$ cat config.mk
export PLATFORM = sky130hd
export DESIGN_NAME = key_exp_multi
export DESIGN_NICKNAME = d
export VERILOG_FILES = /design/src/rtl/key_exp_multi.sv
export SDC_FILE = /design/constraint.sdc
export NUM_CORES = 2
export LEC_CHECK = 0
export CORE_MARGIN = 2
export CORE_UTILIZATION = 55
export DETAILED_ROUTE_END_ITERATION = 12
export GPL_TIMING_DRIVEN = 0
export PLACE_DENSITY = 0.74
export SYNTH_ARGS = -nofsm -noshare
export SYNTH_HDL_FRONTEND = slang
export SYNTH_HIERARCHICAL = 1
export SYNTH_SLANG_ARGS = --single-unit
$ cat constraint.sdc
create_clock -name mclk -period 44.6 [get_ports mclk]
set_input_delay 11.15 -clock mclk [delete_from_list [all_inputs] [get_ports mclk]]
set_output_delay 11.15 -clock mclk [all_outputs]
set_load 0.05 [all_outputs]
$ cat src/rtl/key_exp_multi.sv
// AES key expansion for 128/192/256-bit keys. It produces one schedule word per clock
// and one 128-bit round key, with a load strobe, every fourth clock.
module aes_sbox (
   input  logic [7:0] i_a,
   output logic [7:0] o_s
);
   function automatic logic [7:0] gf_mul(input logic [7:0] a, input logic [7:0] b);
      logic [7:0] p;
      logic [7:0] x;
      p = 8'h00;
      x = a;
      for (int k = 0; k < 8; k++) begin
         if (b[k]) p = p ^ x;
         x = {x[6:0], 1'b0} ^ (x[7] ? 8'h1b : 8'h00);
      end
      return p;
   endfunction

   logic [7:0] w_x2, w_x3, w_x6, w_x12, w_x15, w_x30, w_x60, w_x120, w_x240, w_x252, w_inv;

   // The inverse is a^254, which maps 0 to 0. The affine transform follows it.
   assign w_x2   = gf_mul(i_a, i_a);
   assign w_x3   = gf_mul(w_x2, i_a);
   assign w_x6   = gf_mul(w_x3, w_x3);
   assign w_x12  = gf_mul(w_x6, w_x6);
   assign w_x15  = gf_mul(w_x12, w_x3);
   assign w_x30  = gf_mul(w_x15, w_x15);
   assign w_x60  = gf_mul(w_x30, w_x30);
   assign w_x120 = gf_mul(w_x60, w_x60);
   assign w_x240 = gf_mul(w_x120, w_x120);
   assign w_x252 = gf_mul(w_x240, w_x12);
   assign w_inv  = gf_mul(w_x252, w_x2);
   assign o_s = w_inv ^ {w_inv[6:0], w_inv[7]} ^ {w_inv[5:0], w_inv[7:6]}
              ^ {w_inv[4:0], w_inv[7:5]} ^ {w_inv[3:0], w_inv[7:4]} ^ 8'h63;
endmodule

module key_exp_multi #(
   parameter int MAX_KEY_BITS = 256
) (
   input  logic                    mclk,
   input  logic                    arst_n,
   input  logic [0:MAX_KEY_BITS-1] ck_master,
   input  logic [1:0]              key_len,
   input  logic                    start,
   output logic [0:127]            rk,
   output logic [3:0]              rk_count,
   output logic                    rk_le,
   output logic                    busy,
   output logic                    key_err
);
   localparam int         MAX_NK  = MAX_KEY_BITS / 32;
   localparam logic [3:0] MAX_NK4 = 4'(MAX_NK);

   typedef enum logic {S_IDLE, S_RUN} state_t;
   state_t r_state, w_state_next;

   logic [31:0]  r_win [MAX_NK];
   logic [31:0]  w_kw [MAX_NK];
   logic [31:0]  w_load [MAX_NK];
   logic [5:0]   r_i, r_nwords, w_nwords_in;
   logic [2:0]   r_kidx;
   logic [3:0]   r_nk, w_nk_in, r_rk_count;
   logic [7:0]   r_rcon;
   logic [0:127] r_rk;
   logic         r_rk_le, r_key_err;
   logic         w_len_ok, w_accept, w_reject, w_step, w_last_kidx, w_emit;
   logic [31:0]  w_prev, w_old, w_rot, w_sub_in, w_sub, w_new;

   always_comb begin
      w_nk_in     = 4'd4;
      w_nwords_in = 6'd44;
      case (key_len)
         2'b01:   begin w_nk_in = 4'd6; w_nwords_in = 6'd52; end
         2'b10:   begin w_nk_in = 4'd8; w_nwords_in = 6'd60; end
         default: ;
      endcase
   end

   assign w_len_ok = (key_len != 2'b11) && (w_nk_in <= MAX_NK4);
   assign w_accept = (r_state == S_IDLE) && start && w_len_ok;
   assign w_reject = (r_state == S_IDLE) && start && !w_len_ok;
   assign w_step   = (r_state == S_RUN) && (r_i != r_nwords);
   assign w_emit   = w_step && (r_i[1:0] == 2'b11);

   always_ff @(posedge mclk or negedge arst_n) begin
      if (!arst_n) r_state <= S_IDLE;
      else         r_state <= w_state_next;
   end

   always_comb begin
      w_state_next = r_state;
      case (r_state)
         S_IDLE:  if (w_accept) w_state_next = S_RUN;
         S_RUN:   if (r_i == r_nwords) w_state_next = S_IDLE;
         default: w_state_next = S_IDLE;
      endcase
   end

   always_comb busy = (r_state == S_RUN);

   generate
      for (genvar gi = 0; gi < MAX_NK; gi++) begin : g_kw
         assign w_kw[gi] = ck_master[32*gi +: 32];
      end
   endgenerate

   // At load time, key word k goes into slot Nk-1-k. The first Nk words then
   // come out of the oldest slot, which is the same slot that later supplies w[i-Nk].
   always_comb begin
      for (int s = 0; s < MAX_NK; s++) begin
         w_load[s] = '0;
         for (int k = 0; k < MAX_NK; k++)
            if (4'(k) == w_nk_in - 4'd1 - 4'(s)) w_load[s] = w_kw[k];
      end
   end

   always_comb begin
      w_old = '0;
      for (int k = 0; k < MAX_NK; k++)
         if (4'(k) == r_nk - 4'd1) w_old = r_win[k];
   end

   assign w_prev   = r_win[0];
   assign w_rot    = {w_prev[23:0], w_prev[31:24]};
   assign w_sub_in = (r_kidx == 3'd0) ? w_rot : w_prev;

   generate
      for (genvar gi = 0; gi < 4; gi++) begin : g_sbox
         aes_sbox u_sbox (.i_a(w_sub_in[8*gi +: 8]), .o_s(w_sub[8*gi +: 8]));
      end
   endgenerate

   always_comb begin
      w_new = w_old ^ w_prev;
      if ({2'b00, r_nk} > r_i)                 w_new = w_old;
      else if (r_kidx == 3'd0)                 w_new = w_old ^ w_sub ^ {r_rcon, 24'h0};
      else if (r_nk == 4'd8 && r_kidx == 3'd4) w_new = w_old ^ w_sub;
   end

   assign w_last_kidx = (r_kidx == 3'(r_nk - 4'd1));

   always_ff @(posedge mclk or negedge arst_n) begin
      if (!arst_n) begin
         for (int k = 0; k < MAX_NK; k++) r_win[k] <= '0;
      end else if (w_accept) begin
         for (int k = 0; k < MAX_NK; k++) r_win[k] <= w_load[k];
      end else if (w_step) begin
         r_win[0] <= w_new;
         for (int k = 1; k < MAX_NK; k++) r_win[k] <= r_win[k-1];
      end
   end

   always_ff @(posedge mclk or negedge arst_n) begin
      if (!arst_n) begin
         r_i      <= '0;
         r_kidx   <= '0;
         r_nk     <= 4'd4;
         r_nwords <= 6'd44;
         r_rcon   <= 8'h01;
      end else if (w_accept) begin
         r_i      <= '0;
         r_kidx   <= '0;
         r_nk     <= w_nk_in;
         r_nwords <= w_nwords_in;
         r_rcon   <= 8'h01;
      end else if (w_step) begin
         r_i    <= r_i + 6'd1;
         r_kidx <= w_last_kidx ? 3'd0 : r_kidx + 3'd1;
         if (r_i >= {2'b00, r_nk} && r_kidx == 3'd0)
            r_rcon <= {r_rcon[6:0], 1'b0} ^ (r_rcon[7] ? 8'h1b : 8'h00);
      end
   end

   always_ff @(posedge mclk or negedge arst_n) begin
      if (!arst_n) begin
         r_rk       <= '0;
         r_rk_count <= '0;
         r_rk_le    <= 1'b0;
         r_key_err  <= 1'b0;
      end else begin
         r_rk_le   <= w_emit;
         r_key_err <= w_reject;
         if (w_emit) begin
            r_rk       <= {r_win[2], r_win[1], r_win[0], w_new};
            r_rk_count <= r_i[5:2];
         end
      end
   end

   assign rk       = r_rk;
   assign rk_count = r_rk_count;
   assign rk_le    = r_rk_le;
   assign key_err  = r_key_err;
endmodule

==> results.md <==
- Status: finished, violations left
- Failing checks: max-capacitance violations
- Clock Sinks: 413
- Die width: 357 um
- Post-Syn Instances: 8,186
- # setup viols final: 0
- Fill count: 11.0k
- RePlAce Congestion: 1.10
- Critical path destination: rk[97]
- Clk_lat worst skew: 630 ps
- Area share of the largest cell type after synthesis: 0.150
- Placed inst area: 74,600 um^2
- Max-slew violation count: 0
- Synth Register Bits: 413
- Clk_skew: 26.6 ps
- Critical Path RT: 45,080 ps
- Die Y: 357 um
- CTS tree: built
- Critical Path AT: 25,140 ps
- Total CTS buffers: 45
- Hpwl dp: 217,000 um
- Top_reg_cell synth: dfrtp_1
- Overall Global Routing Usage: 0.421
- Slew margin rel.: 0.0113
- DR WL/cell: 27.0 um
- Core area: 124,000 um^2
- Max FO, Critical Path: 10
- Vias: 68.5k
- Crit path top cell by count: xnor2_1
- Mapped Area: 68,500 um^2
- Met3 wire len: 33,500 um
- # DRC: 0
- Hold bufs inserted after CTS: 0
- Initial DRC Count: 9,130
- Largest net degree at the start of global routing: 112
- Worst R2R Start: r_kidx[0]
- Sum of negative setup slack: 0 ps
- Synthesis Warnings: 6
- Kind of critical path: register to register
- I/O Buffers: 395
- Area grow syn2layout: 11.2%
- Clock tree buffer depth: 3
- Final ANT Viol Nets: 0
- Syn Area/Cell: 8.37 um^2
- RSZ-0062 raised after global routing: false
- Vias in the first global route: 65.1k
- Critical path launch point type: register
- Share of cells above drive strength 1: 0.101
- Leading area contributor after synthesis: dfrtp_1
- Wirelength, routed: 279,000 um
- Seq/Total Area, Yosys: 0.151
- Via-to-Cell Ratio: 6.64
- CTS clk-pin slew, worst paths: 60 ps
- Grt total ovfl: 0
- Initial Utilization: 0.554
- Min cycle time layout: 24,660 ps
- Critical Path Source: r_kidx[0]
- Post-CTS setup buffer count: 0
- RR Endpoint: rk[97]
- Max Used Layer: met5
- Util after Layout: 0.616
- Reg-to-reg slack, setup: 19,940 ps
- Worst r2r path cells: 77
- Hold Crit Class: register to register
- Final hold viol count: 0
- Max stage delay cell, worst path: xnor2_1
- First-pass GRT wire length: 411,000 um
- CTS root buf: clkbuf_16
- Final Cell Area: 76,200 um^2
- CTS resizes: 0
- Met2 wire length: 121,000 um
- Worst Setup End Kind: register
- H-tree levels: 2
- Syn_nets: 8,489
- Fin crit share: 0.553
- Initial antenna violation count: 25
- F_max: 40.6 MHz
- Crit-path max cell delay: 710 ps
- Die ar.: 127,000 um^2
- Max-cap violations: 1
- Post-synth EDFFs: 0
- Router iterations before antenna repair: 10
- Netlist cell types: 102
- I/O Pins: 396
- Post-Route M1 WL: 107,000 um
- Synth top area cells: dfrtp_1 15%, xnor2_1 14%, xnor3_1 7.8%
- Nets: 8,934
- Async S/R FF share, synth: 1.00
- Row Count: 129
- Tightest Pin Transition: 1470 ps
==> layout by cell type (no fill, tap or decap), types with 70 or more instances in the layout <==
cell type        netlist  layout
inv_1                 90      90
buf_2                172     172
a22oi_1              150     150
mux2i_1              189     189
xnor3_1              236     236
a21oi_1              374     374
a31oi_1              209     209
o21ai_1               95      95
xor2_1               367     367
clkdlybuf4s50_1        0     394
xnor2_2               96      96
a221oi_1             145     145
nor2_1               662     662
nor3_1               156     156
clkbuf_1             317     320
and3_1               129     129
o21ai_0              285     285
xnor2_1             1111    1111
mux2_2               173     173
a211oi_1             101     101
nor2b_1               84      84
o22ai_1               86      86
nand2b_1              70      70
nand3_1              154     154
o211ai_1             116     116
nand2_1             1088    1088
dfrtp_1              410     410
==> cells by family after synthesis <==
| logic type | synth area share |
|---|---|
| compound gates | 0.196 |
| xor+xnor | 0.348 |
| fa+ha+maj | 0.00767 |
| buf+inv | 0.0469 |
| flops | 0.151 |
| mux | 0.0740 |
| simple gates | 0.177 |
==> worst min-delay path by stage <==
| stage | start | end | slack [ps] | depth (start not counted) |
|---|---|---|---|---|
| global placement | rk[125] | rk[125] | 470 | 2 |
| finish | rk[68] | rk[68] | 500 | 1 |
| detailed placement | rk[124] | rk[124] | 480 | 2 |
| global route | rk[64] | rk[64] | 510 | 1 |
| floorplan | r_win[0] | r_win[0] | 470 | 2 |
| CTS | rk[124] | rk[124] | 500 | 2 |
==> synthesized netlist by cell type, drive strengths merged, types with 26 or more instances <==
| library cell | count |
|---|---|
| xnor2 | 1239 |
| nand2 | 1097 |
| nor2 | 686 |
| xor2 | 413 |
| dfrtp | 410 |
| o21ai | 388 |
| a21oi | 378 |
| clkbuf | 317 |
| buf | 280 |
| xnor3 | 264 |
| mux2 | 218 |
| a31oi | 209 |
| mux2i | 189 |
| nor3 | 156 |
| nand3 | 154 |
| a221oi | 153 |
| a22oi | 150 |
| and3 | 133 |
| o211ai | 120 |
| a211oi | 113 |
| inv | 110 |
| o22ai | 94 |
| nor2b | 84 |
| nand2b | 70 |
| xor3 | 68 |
| or3 | 52 |
| and2 | 45 |
| a21o | 44 |
| ha | 42 |
| mux4 | 32 |
| nand4 | 26 |
==> state kept, by name, summed over array words and instances, names as in the netlist <==
signal    cells
busy          1
r_nwords      2
r_win       224
r_i           6
rk          128
r_nk          3
rk_le         1
r_rcon        8
r_kidx        3
key_err       1
w_prev       32
rk_count      4
==> metrics by stage <==
stage	hold WS (ps)	setup WS (ps)	instances
detailed placement	478	20470	10200
global route	515	18500	10300
global placement	467	13420	10200
floorplan	468	24890	8186
CTS	496	20370	10300
finish	496	19940	10300
==> layout make-up <==
| type | instances | area, um^2 | area share |
|---|---|---|---|
| Antenna cell | 14 | 35.0 | 0.000460 |
| Buffer | 597 | 2800 | 0.0368 |
| Clock buffer | 57 | 1260 | 0.0166 |
| Clock inverter | 22 | 284 | 0.00373 |
| Inverter | 110 | 413 | 0.00542 |
| Multi-Input combinational cell | 7066 | 54900 | 0.721 |
| Sequential cell | 413 | 10300 | 0.136 |
| Tap cell | 1637 | 2050 | 0.0269 |
| Timing Repair Buffer | 398 | 4040 | 0.0531 |
==> worst max-delay path: cells and delay by family, from the launching register on <==
kind,cells,cell delay (ps)
AOI/OAI and AO/OA,6,1920
DFF,1,440
buffers and inverters,16,4200
muxes,3,960
and+or+nand+nor,10,1660
xor gates and xnor gates,35,13330
adders and majority gates,7,2020
==> metal layers <==
layer | GRT usage | vias up
met4 | 0.215 | 30
met5 | 0.00556 | -
met3 | 0.135 | 1005
li1 | - | 30000
met2 | 0.645 | 4443
met1 | 0.532 | 33000
Power is not shown: default switching activity piles up to over one toggle a cycle in this logic, so the estimate is an artifact.
